<file path="config.mk">
export PLATFORM = sky130hd
export DESIGN_NAME = sync_fifo
export DESIGN_NICKNAME = d
export VERILOG_FILES = /design/src/rtl/fifo_pkg.sv /design/src/rtl/sync_fifo_sdp_ram_ra.sv /design/src/rtl/sync_fifo.sv
export SDC_FILE = /design/constraint.sdc
export NUM_CORES = 1
export LEC_CHECK = 0
export CORE_ASPECT_RATIO = 0.6
export CORE_MARGIN = 5
export CORE_UTILIZATION = 56
export CTS_CLUSTER_DIAMETER = 150
export DETAILED_ROUTE_END_ITERATION = 8
export GPL_TIMING_DRIVEN = 0
export PLACE_DENSITY = 0.76
export SLEW_MARGIN = 10
export SYNTH_ARGS = -nofsm -noshare
export SYNTH_HDL_FRONTEND = slang
export SYNTH_SLANG_ARGS = --single-unit
</file>
<file path="constraint.sdc">
create_clock -name clk -period 6.4 [get_ports clk]
set_input_delay 0.64 -clock clk [delete_from_list [all_inputs] [get_ports clk]]
set_output_delay 0.64 -clock clk [all_outputs]
set_load 0.005 [all_outputs]
</file>
<file path="src/rtl/fifo_pkg.sv">
`default_nettype none
// ============================================================================
// Module  : fifo_pkg
// Brief   : Shared width helpers for the synchronous FIFO and its storage.
// Revision: 1.0 - initial release
// ============================================================================
package fifo_pkg;

    // Address width needed to index DEPTH storage words.
    function automatic int addr_w(input int depth);
        return (depth > 1) ? $clog2(depth) : 1;
    endfunction

    // Pointers carry one extra wrap bit above the address bits.
    // The level counter uses the same width, so it can hold 0..DEPTH.
    function automatic int ptr_w(input int depth);
        return addr_w(depth) + 1;
    endfunction

endpackage
`default_nettype wire

</file>
<file path="src/rtl/sync_fifo_sdp_ram_ra.sv">
`default_nettype none
// ============================================================================
// Module  : SdpRamRa
// Brief   : Simple dual-port RAM, synchronous write, asynchronous read.
// Revision: 1.0 - initial release
// ============================================================================
module SdpRamRa
    import fifo_pkg::*;
#(
    parameter int WORDS = 16,
    parameter int DW    = 8
) (
    input  logic                     clk,
    input  logic                     i_we,
    input  logic [addr_w(WORDS)-1:0] i_waddr,
    input  logic [DW-1:0]            i_wdata,
    input  logic [addr_w(WORDS)-1:0] i_raddr,
    output logic [DW-1:0]            o_rdata
);

    logic [DW-1:0] r_mem [WORDS];

    // Contents are intentionally never reset.
    always_ff @(posedge clk) begin
        if (i_we) begin
            r_mem[i_waddr] <= i_wdata;
        end
    end

    assign o_rdata = r_mem[i_raddr];

endmodule
`default_nettype wire

</file>
<file path="src/rtl/sync_fifo.sv">
`default_nettype none
// ============================================================================
// Module  : sync_fifo
// Brief   : Single-clock show-ahead FIFO with valid/ready ports, level count
//           and almost-full flag.
// Revision: 1.0 - initial release
// ============================================================================
module sync_fifo
    import fifo_pkg::*;
#(
    parameter int DW       = 8,
    parameter int DEPTH    = 16,
    parameter int AFULL_TH = DEPTH - 2
) (
    input  logic                      clk,
    input  logic                      rst,
    input  logic                      flush,
    input  logic                      in_valid,
    output logic                      in_ready,
    input  logic [DW-1:0]             in_data,
    output logic                      out_valid,
    input  logic                      out_ready,
    output logic [DW-1:0]             out_data,
    output logic [$clog2(DEPTH):0]    level,
    output logic                      afull
);

    localparam int             c_AW       = addr_w(DEPTH);
    localparam int             c_PW       = ptr_w(DEPTH);
    localparam logic [c_PW-1:0] c_ONE      = c_PW'(1);
    localparam logic [c_PW-1:0] c_AFULL_TH = c_PW'(AFULL_TH);

    logic [c_PW-1:0] r_wr_ptr;
    logic [c_PW-1:0] r_rd_ptr;
    logic [c_PW-1:0] r_level;

    logic w_full;
    logic w_empty;
    logic w_push;
    logic w_pop;

    // Same address with opposite wrap bits means the writer lapped the reader.
    assign w_full  = (r_wr_ptr[c_AW-1:0] == r_rd_ptr[c_AW-1:0]) &&
                     (r_wr_ptr[c_AW] != r_rd_ptr[c_AW]);
    assign w_empty = (r_wr_ptr == r_rd_ptr);

    assign in_ready  = !w_full;
    assign out_valid = !w_empty;

    // Clear conditions dominate, so nothing is stored during rst or flush.
    assign w_push = in_valid && in_ready && !rst && !flush;
    assign w_pop  = out_valid && out_ready && !rst && !flush;

    always_ff @(posedge clk) begin
        if (rst || flush) begin
            r_wr_ptr <= '0;
            r_rd_ptr <= '0;
            r_level  <= '0;
        end else begin
            if (w_push) begin
                r_wr_ptr <= r_wr_ptr + c_ONE;
            end
            if (w_pop) begin
                r_rd_ptr <= r_rd_ptr + c_ONE;
            end
            if (w_push && !w_pop) begin
                r_level <= r_level + c_ONE;
            end else if (w_pop && !w_push) begin
                r_level <= r_level - c_ONE;
            end
        end
    end

    assign level = r_level;
    assign afull = (r_level >= c_AFULL_TH);

    SdpRamRa #(
        .WORDS (DEPTH),
        .DW    (DW)
    ) u_ram (
        .clk     (clk),
        .i_we    (w_push),
        .i_waddr (r_wr_ptr[c_AW-1:0]),
        .i_wdata (in_data),
        .i_raddr (r_rd_ptr[c_AW-1:0]),
        .o_rdata (out_data)
    );

endmodule
`default_nettype wire

</file>
==> results of run 1 <==
[power by group through the flow]
stage / registers (mW) / clock network [mW] / logic, mW
after CTS: 1.05 / 0.992 / 0.0722
after detailed placement: 1.07 / 0 / 0.0715
after global routing: 1.05 / 1.03 / 0.0779
final: 1.05 / 0.982 / 0.0724
after global placement: 1.07 / 0 / 0.0689
after floorplan: 1.07 / 0 / 0.0345
[state kept, by name, indices dropped and copies added, names as in the netlist, named ones only]
| register | count |
|---|---|
| u_ram.r_mem | 128 |
| r_rd_ptr | 5 |
| r_wr_ptr | 5 |
| level | 5 |
[path summary, 6_finish.rpt]
check | slack (ns) | to | startpoint
min reg2reg | 0.49 | level[4] | level[4]
max | 2.79 | level[4] | flush
min | 0.49 | level[4] | level[4]
max reg2reg | 3.14 | level[4] | r_wr_ptr[3]
[cell usage after synthesis, types with 4 or more instances]
cell type	number	share of area [%]
and3_1	12	1.2
mux4_2	12	4.4
edfxtp_1	128	63
o21ai_0	5	0.41
nand4_1	4	0.41
nor2_1	8	0.49
and4b_1	4	0.65
mux2i_1	8	1.3
buf_1	4	0.24
ha_1	9	1.8
inv_1	4	0.24
dfxtp_1	19	6.2
mux4_1	28	12
a21oi_1	9	0.73
xor2_1	7	1.0
clkbuf_1	5	0.31
nand2_1	18	1.1
a2111o_1	5	0.92
[metrics by stage]
stage	worst slack (ns)	std cells	hold WS, ns	util [%]
2_1_floorplan	3.45	316	0.474	-
5_1_grt	2.50	515	0.551	67.5
3_5_place_dp	2.38	483	0.490	62.0
4_1_cts	2.83	515	0.501	67.5
6_report	2.79	515	0.494	67.5
3_3_place_gp	2.58	483	0.477	62.0
[cells by family (layout without fill, tap and decap cells)]
| logic type | count (synthesis) | count (layout) | share of synthesized area, % |
|---|---|---|---|
| buffers and inverters | 20 | 80 | 1.88 |
| XOR/XNOR | 9 | 9 | 1.28 |
| AO/OA/AOI/OAI | 28 | 28 | 3.22 |
| multiplexers | 48 | 48 | 17.7 |
| flip-flops | 147 | 147 | 68.9 |
| adder cells (fa/ha/maj) | 10 | 10 | 2.16 |
| AND/OR/NAND/NOR | 54 | 54 | 4.89 |
[layout by cell type (no fill, tap or decap), drive strengths merged, types with 5 or more instances in the layout]
master,instances
edfxtp,128
mux4,40
clkdlybuf4s50,28
clkbuf,22
dfxtp,19
nand2,18
and3,12
buf,11
a21oi,9
ha,9
nor2,8
mux2i,8
clkinv,8
xor2,7
inv,6
a2111o,5
o21ai,5
[final cells by class]
cell class | instances | area (um^2) | area share, %
buffer | 16 | 100 | 1.40
clock buffer | 17 | 425 | 5.93
clock inverter | 15 | 160 | 2.23
inverter | 4 | 15.0 | 0.209
multi-input combinational | 149 | 1800 | 25.0
sequential | 147 | 4220 | 58.9
tap | 139 | 174 | 2.42
timing repair buffer | 28 | 280 | 3.91
[critical path, cell delays in order]
cell and delay [ns]:
clkdlybuf4s50_1 0.44, nor2_1 0.47, nand2_1 0.11, a21oi_1 0.43
buf_2 0.31, ha_1 0.21, inv_1 0.11, fa_1 0.41
a21o_1 0.19, a21oi_1 0.17, mux2i_1 0.27, mux2i_1 0.19
[layer usage]
metal  share of wire, %  wire [um]
met5                  0          0
met4               0.72         90
met3                8.4       1050
met2                 45       5570
met1                 46       5780
==> metrics.yaml, run 1 <==
setup_path:
  crit_fanout: 10
  endpoint_kind: "flip-flop"
  crit_arrival_ns: 3.97
  reg2regPathDepth: 12
  worstSetupPathType: "in -> reg"
  required_ns: 6.76
  worst_setup_path_start_kind: "primary input"
final_layout:
  nFillCells: 687
  diodes: 0
  nets: 386
  layout-drive-gt1-share_pct: 14.1
  final_area_um2: 7170
  area_delta_synth_final_pct: 16.9
detailed_routing:
  routed_wl_mm: 12.5
  routed_via_density: 6.15
  dr.pass1.iters: 5
  drc_errors: 0
  dr.first_iter.drc_count: 274
  ant_nets: 0
  vias: 3168
  wl_per_cell_um: 24.2
sta:
  tightest_slew_ns: 0.738
  fin_crit_sh_pct: 56.4
  period_needed_ns: 3.61
  rsz0062_at_grt: "no"
  setup_viol: 0
  fin_skew_ns: 0.00598
  hold_viol_final: 0
  finalSetupTns_ns: 0
  relSlewSlack_pct: 50.8
  maxSlewViolCount: 0
  max_freq_mhz: 277
logic_synthesis:
  ys_seq_elements: 147
  synth_cell_type_count: 37
  netlist_area_um2: 6130
  synth_seq_area_share_pct: 68.9
  ys_warn_count: 0
  ys.flop_type: "edfxtp_1"
  syn_area_per_cell_um2: 19.4
  synthCells: 316
  async_flop_share_pct: 0
  synth-edff-count: 128
  syn_nets: 339
grt:
  grt_max_degree: 17
  gr-total-overflow: 0
  grt_util_met2_pct: 27.1
  grt_pass1_vias: 3037
  met3_usage_pct: 6.32
  grt_pass1_wl_mm: 18.6
  grtUsageTotal_pct: 19.3
  grt_util_met1_pct: 29.6
  busiest_layer: "met1"
  antenna_found_initial: 0
power_and_ir_drop:
  p_sw_mw: 0.448
  power.leakage_nw: 2.43
  pwr-share-seq_pct: 49.8
  ir_drop_mv: 0.209
  intPower_mw: 1.65
  combPwrFrac_pct: 3.4
  p_sw_share_pct: 21.3
  p_per_area_nw_per_um2: 293
  total_power_mw: 2.10
  p_clk_share_pct: 46.7
clocking:
  post_cts_buffers: 0
  cts_buffers: 17
  cts_tree: "built"
  cts_buffer_depth: 2
  ctsHoldBuffers: 0
  cts_resized: 0
  cts-root-buf: "clkbuf_16"
  clk_pin_slew_ns: 0.06
  cts.sinks: 147
  clock_latency_ns: 0.42
  htree_levels: 4
status:
  status: "finished clean"
placed_design:
  place_congestion: 0.781
  post_dp_cell_area_um2: 6590
  place_hpwl_mm: 7.97
  port_buffers: 28
worst_hold_path:
  min_path_type: "reg -> reg"
  hold_depth: 2
floorplanning:
  die_w_um: 145
  core-area_um2: 10600
  rows: 29
  die_h_um: 91.1
  initial_core_util_pct: 57.7
  die-area_um2: 13200
  boundaryPins: 29
run:
  maxCapViolations: 0
Power figures use the tool's default switching activity.
==> run 2: changes to the inputs <==
CORE_UTILIZATION = 54   (was 56)
clock period = 3.1 ns   (was 6.4 ns; I/O delays follow)
==> run 2 against run 1 <==
  * Clock skew up 0.0033 ns
  * Global-route usage up 0.38 points
  * Sequential share of layout area down 0.76 points
  * Sequential cell count unchanged
  * Non-clock buffer count up 3
  * Combinational power up 110%
  * Register-to-register slack worse by 2.9 ns
  * Via count up 1.1%
  * Utilization down 2.7 points
  * Final cell count up 1.6%
  * Worst setup slack worse by 2.7 ns
  * Die area up 3.4%
  * Largest cell class unchanged
  * Largest power group unchanged
  * Highest routed layer unchanged
==> metrics.yaml, run 2 (synthesis results as in run 1) <==
detailed_routing:
  top_layer_used: "met4"
  met1Wirelength_mm: 5.84  # +1.0%
  dr.first_iter.drc_count: 290  # +5.8%
  vias: 3204  # +1.1%
  met2_wirelength_mm: 5.77  # +3.6%
  ant_nets: 0  # unchanged
  dr_wl_met3_mm: 1.12  # +6.9%
  routed_wl_mm: 12.8  # +2.5%
  dr.pass1.iters: 5  # unchanged
  routed_via_density: 6.13  # -0.41%
  drc_errors: 0  # unchanged
  wl_per_cell_um: 24.5  # +0.95%
floorplanning:
  rows: 30  # +3.4%
  die-area_um2: 13700  # +3.4%
  initial_core_util_pct: 54.7  # -3.0 points
  die_w_um: 148  # +1.7%
  core-area_um2: 11200  # +5.6%
  die_h_um: 92.6  # +1.6%
  boundaryPins: 29  # unchanged
grt:
  antenna_found_initial: 0  # unchanged
  grt_max_degree: 17  # unchanged
  grt_pass1_wl_mm: 19.0  # +2.2%
  gr-total-overflow: 0  # unchanged
  grt_pass1_vias: 3101  # +2.1%
  grtUsageTotal_pct: 19.7  # +0.38 points
setup_path:
  required_ns: 2.79  # -3.97 ns
  critPathMaxStageDelay_ns: 0.59  # +0.12 ns
  endpoint_kind: "primary output"
  worstPathCellList: "buf_6 > buf_8 > mux4_1 > mux4_2 > clkdlybuf4s50_1"
  worst_setup_path_start_kind: "flip-flop"
  crit_fanout: 10  # unchanged
  worstSetupPathType: "reg -> out"
  crit_arrival_ns: 2.68  # -1.29 ns
  crit_slowest_cell: "mux4_1"
clocking:
  cts_buffers: 17  # unchanged
  cts.sinks: 147  # unchanged
  cts_buffer_depth: 2  # unchanged
  clock_latency_ns: 0.42  # about the same
  ctsHoldBuffers: 0  # unchanged
  clk_pin_slew_ns: 0.06  # about the same
  cts-root-buf: "clkbuf_16"
  cts_tree: "built"
  htree_levels: 4  # unchanged
sta:
  max_freq_mhz: 335
  hold_viol_final: 0  # unchanged
  tightest_slew_ns: 0.852  # +0.113 ns
  relSlewSlack_pct: 43.2  # -7.6 points
  fin_crit_sh_pct: 96.4
  fin_skew_ns: 0.00930  # +0.00332 ns
  period_needed_ns: 2.99
  maxSlewViolCount: 0  # unchanged
  finalSetupTns_ns: 0  # unchanged
  setup_viol: 0  # unchanged
run:
  maxCapViolations: 0  # unchanged
power_and_ir_drop:
  pwr-share-seq_pct: 49.1  # -0.7 points
  p_sw_mw: 0.909  # +100%
  combPwrFrac_pct: 3.5  # about the same
  p_sw_share_pct: 20.6  # -0.70 points
  p_per_area_nw_per_um2: 606  # +110%
  intPower_mw: 3.50  # +110%
  power.leakage_nw: 2.46  # +1.6%
  p_clk_share_pct: 47.4  # +0.7 points
  ir_drop_mv: 0.447  # +110%
placed_design:
  place_hpwl_mm: 8.18  # +2.6%
  place_inst: 488  # +1.0%
  place_congestion: 0.788  # +0.88%
  port_buffers: 28  # unchanged
final_layout:
  final_cells: 523  # +1.6%
  layout-drive-gt1-share_pct: 17.9  # +3.8 points
  regMostFlops: "u_ram.r_mem"
  diodes: 0  # unchanged
  layout_common_cells: "edfxtp_1, clkdlybuf4s50_1, mux4_1"
  fin_util_pct: 64.8  # -2.7 points
  nets: 389  # +0.78%
  final_common_cell: "edfxtp_1"
  nFillCells: 746  # +8.6%
  area_delta_synth_final_pct: 18.5
  largest_reg_flops: 128  # unchanged
status:
  status: "finished clean"
worst_hold_path:
  min_path_type: "reg -> reg"
## run 2: final timing paths
path | start | to | slack, ns | cells after the start
worst max register to register | r_wr_ptr[3] | level[4] | 0.20 | 13
worst max-delay path | flip-flop | out_data[1] | 0.11 | 5
worst min register to register | level[4] | level[4] | 0.50 | 2
worst min-delay path | level[4] | level[4] | 0.50 | 2
## run 2: layout make-up
cell class                 instances  area, um^2  share of cell area, %
clock buffer                      17         425                   5.85
timing repair buffer              31         303                   4.16
inverter                           4        15.0                  0.206
multi-input combinational        149        1830                   25.2
tap                              144         180                   2.48
sequential                       147        4230                   58.1
clock inverter                    15         180                   2.48
buffer                            16         110                   1.51
## run 2: critical path, delay by kind of cell (launching register included)
kind                   cells  cell delay [ns]
multiplexers               2             1.14
buffers and inverters      3             0.78
flip-flops                 1             0.32
## run 2: timing repair
item,4_1_cts,5_1_grt
resized for setup,3,13
pin swaps,1,2
hold endpoints to repair,0,0
setup buffers,2,1
endpoints found under the setup margin,9,2
## run 2: power by group through the flow
stage | Combinational (mW) | Clock (mW) | Sequential (mW)
after detailed placement | 0.144 | 0 | 2.20
after floorplan | 0.0713 | 0 | 2.20
after global routing | 0.166 | 2.22 | 2.16
after CTS | 0.148 | 2.12 | 2.16
final | 0.154 | 2.09 | 2.16
after global placement | 0.139 | 0 | 2.20
## run 2: metrics by stage
stage,power [mW],instance area [um^2],worst slack [ns],hold slack (ns)
global route,4.55,7270,-0.0119,0.538
CTS,4.43,7220,0.0257,0.508
detailed placement,2.35,6600,-0.412,0.491
global placement,2.34,6600,-0.346,0.480
floorplan,2.27,6130,0.379,0.409
finish,4.41,7270,0.113,0.502
## run 2: metal layers
layer,global-route usage (%),vias up
met5,0,-
met4,4.65,0
met3,8.17,10
met2,27.8,143
met1,28.7,1633
li1,-,1418
==> run 3: changes to the inputs <==
GPL_ROUTABILITY_DRIVEN = 1   (was unset)
==> results of run 3 <==
Same layout as run 2: the final DEF is identical, and so are final timing and power.
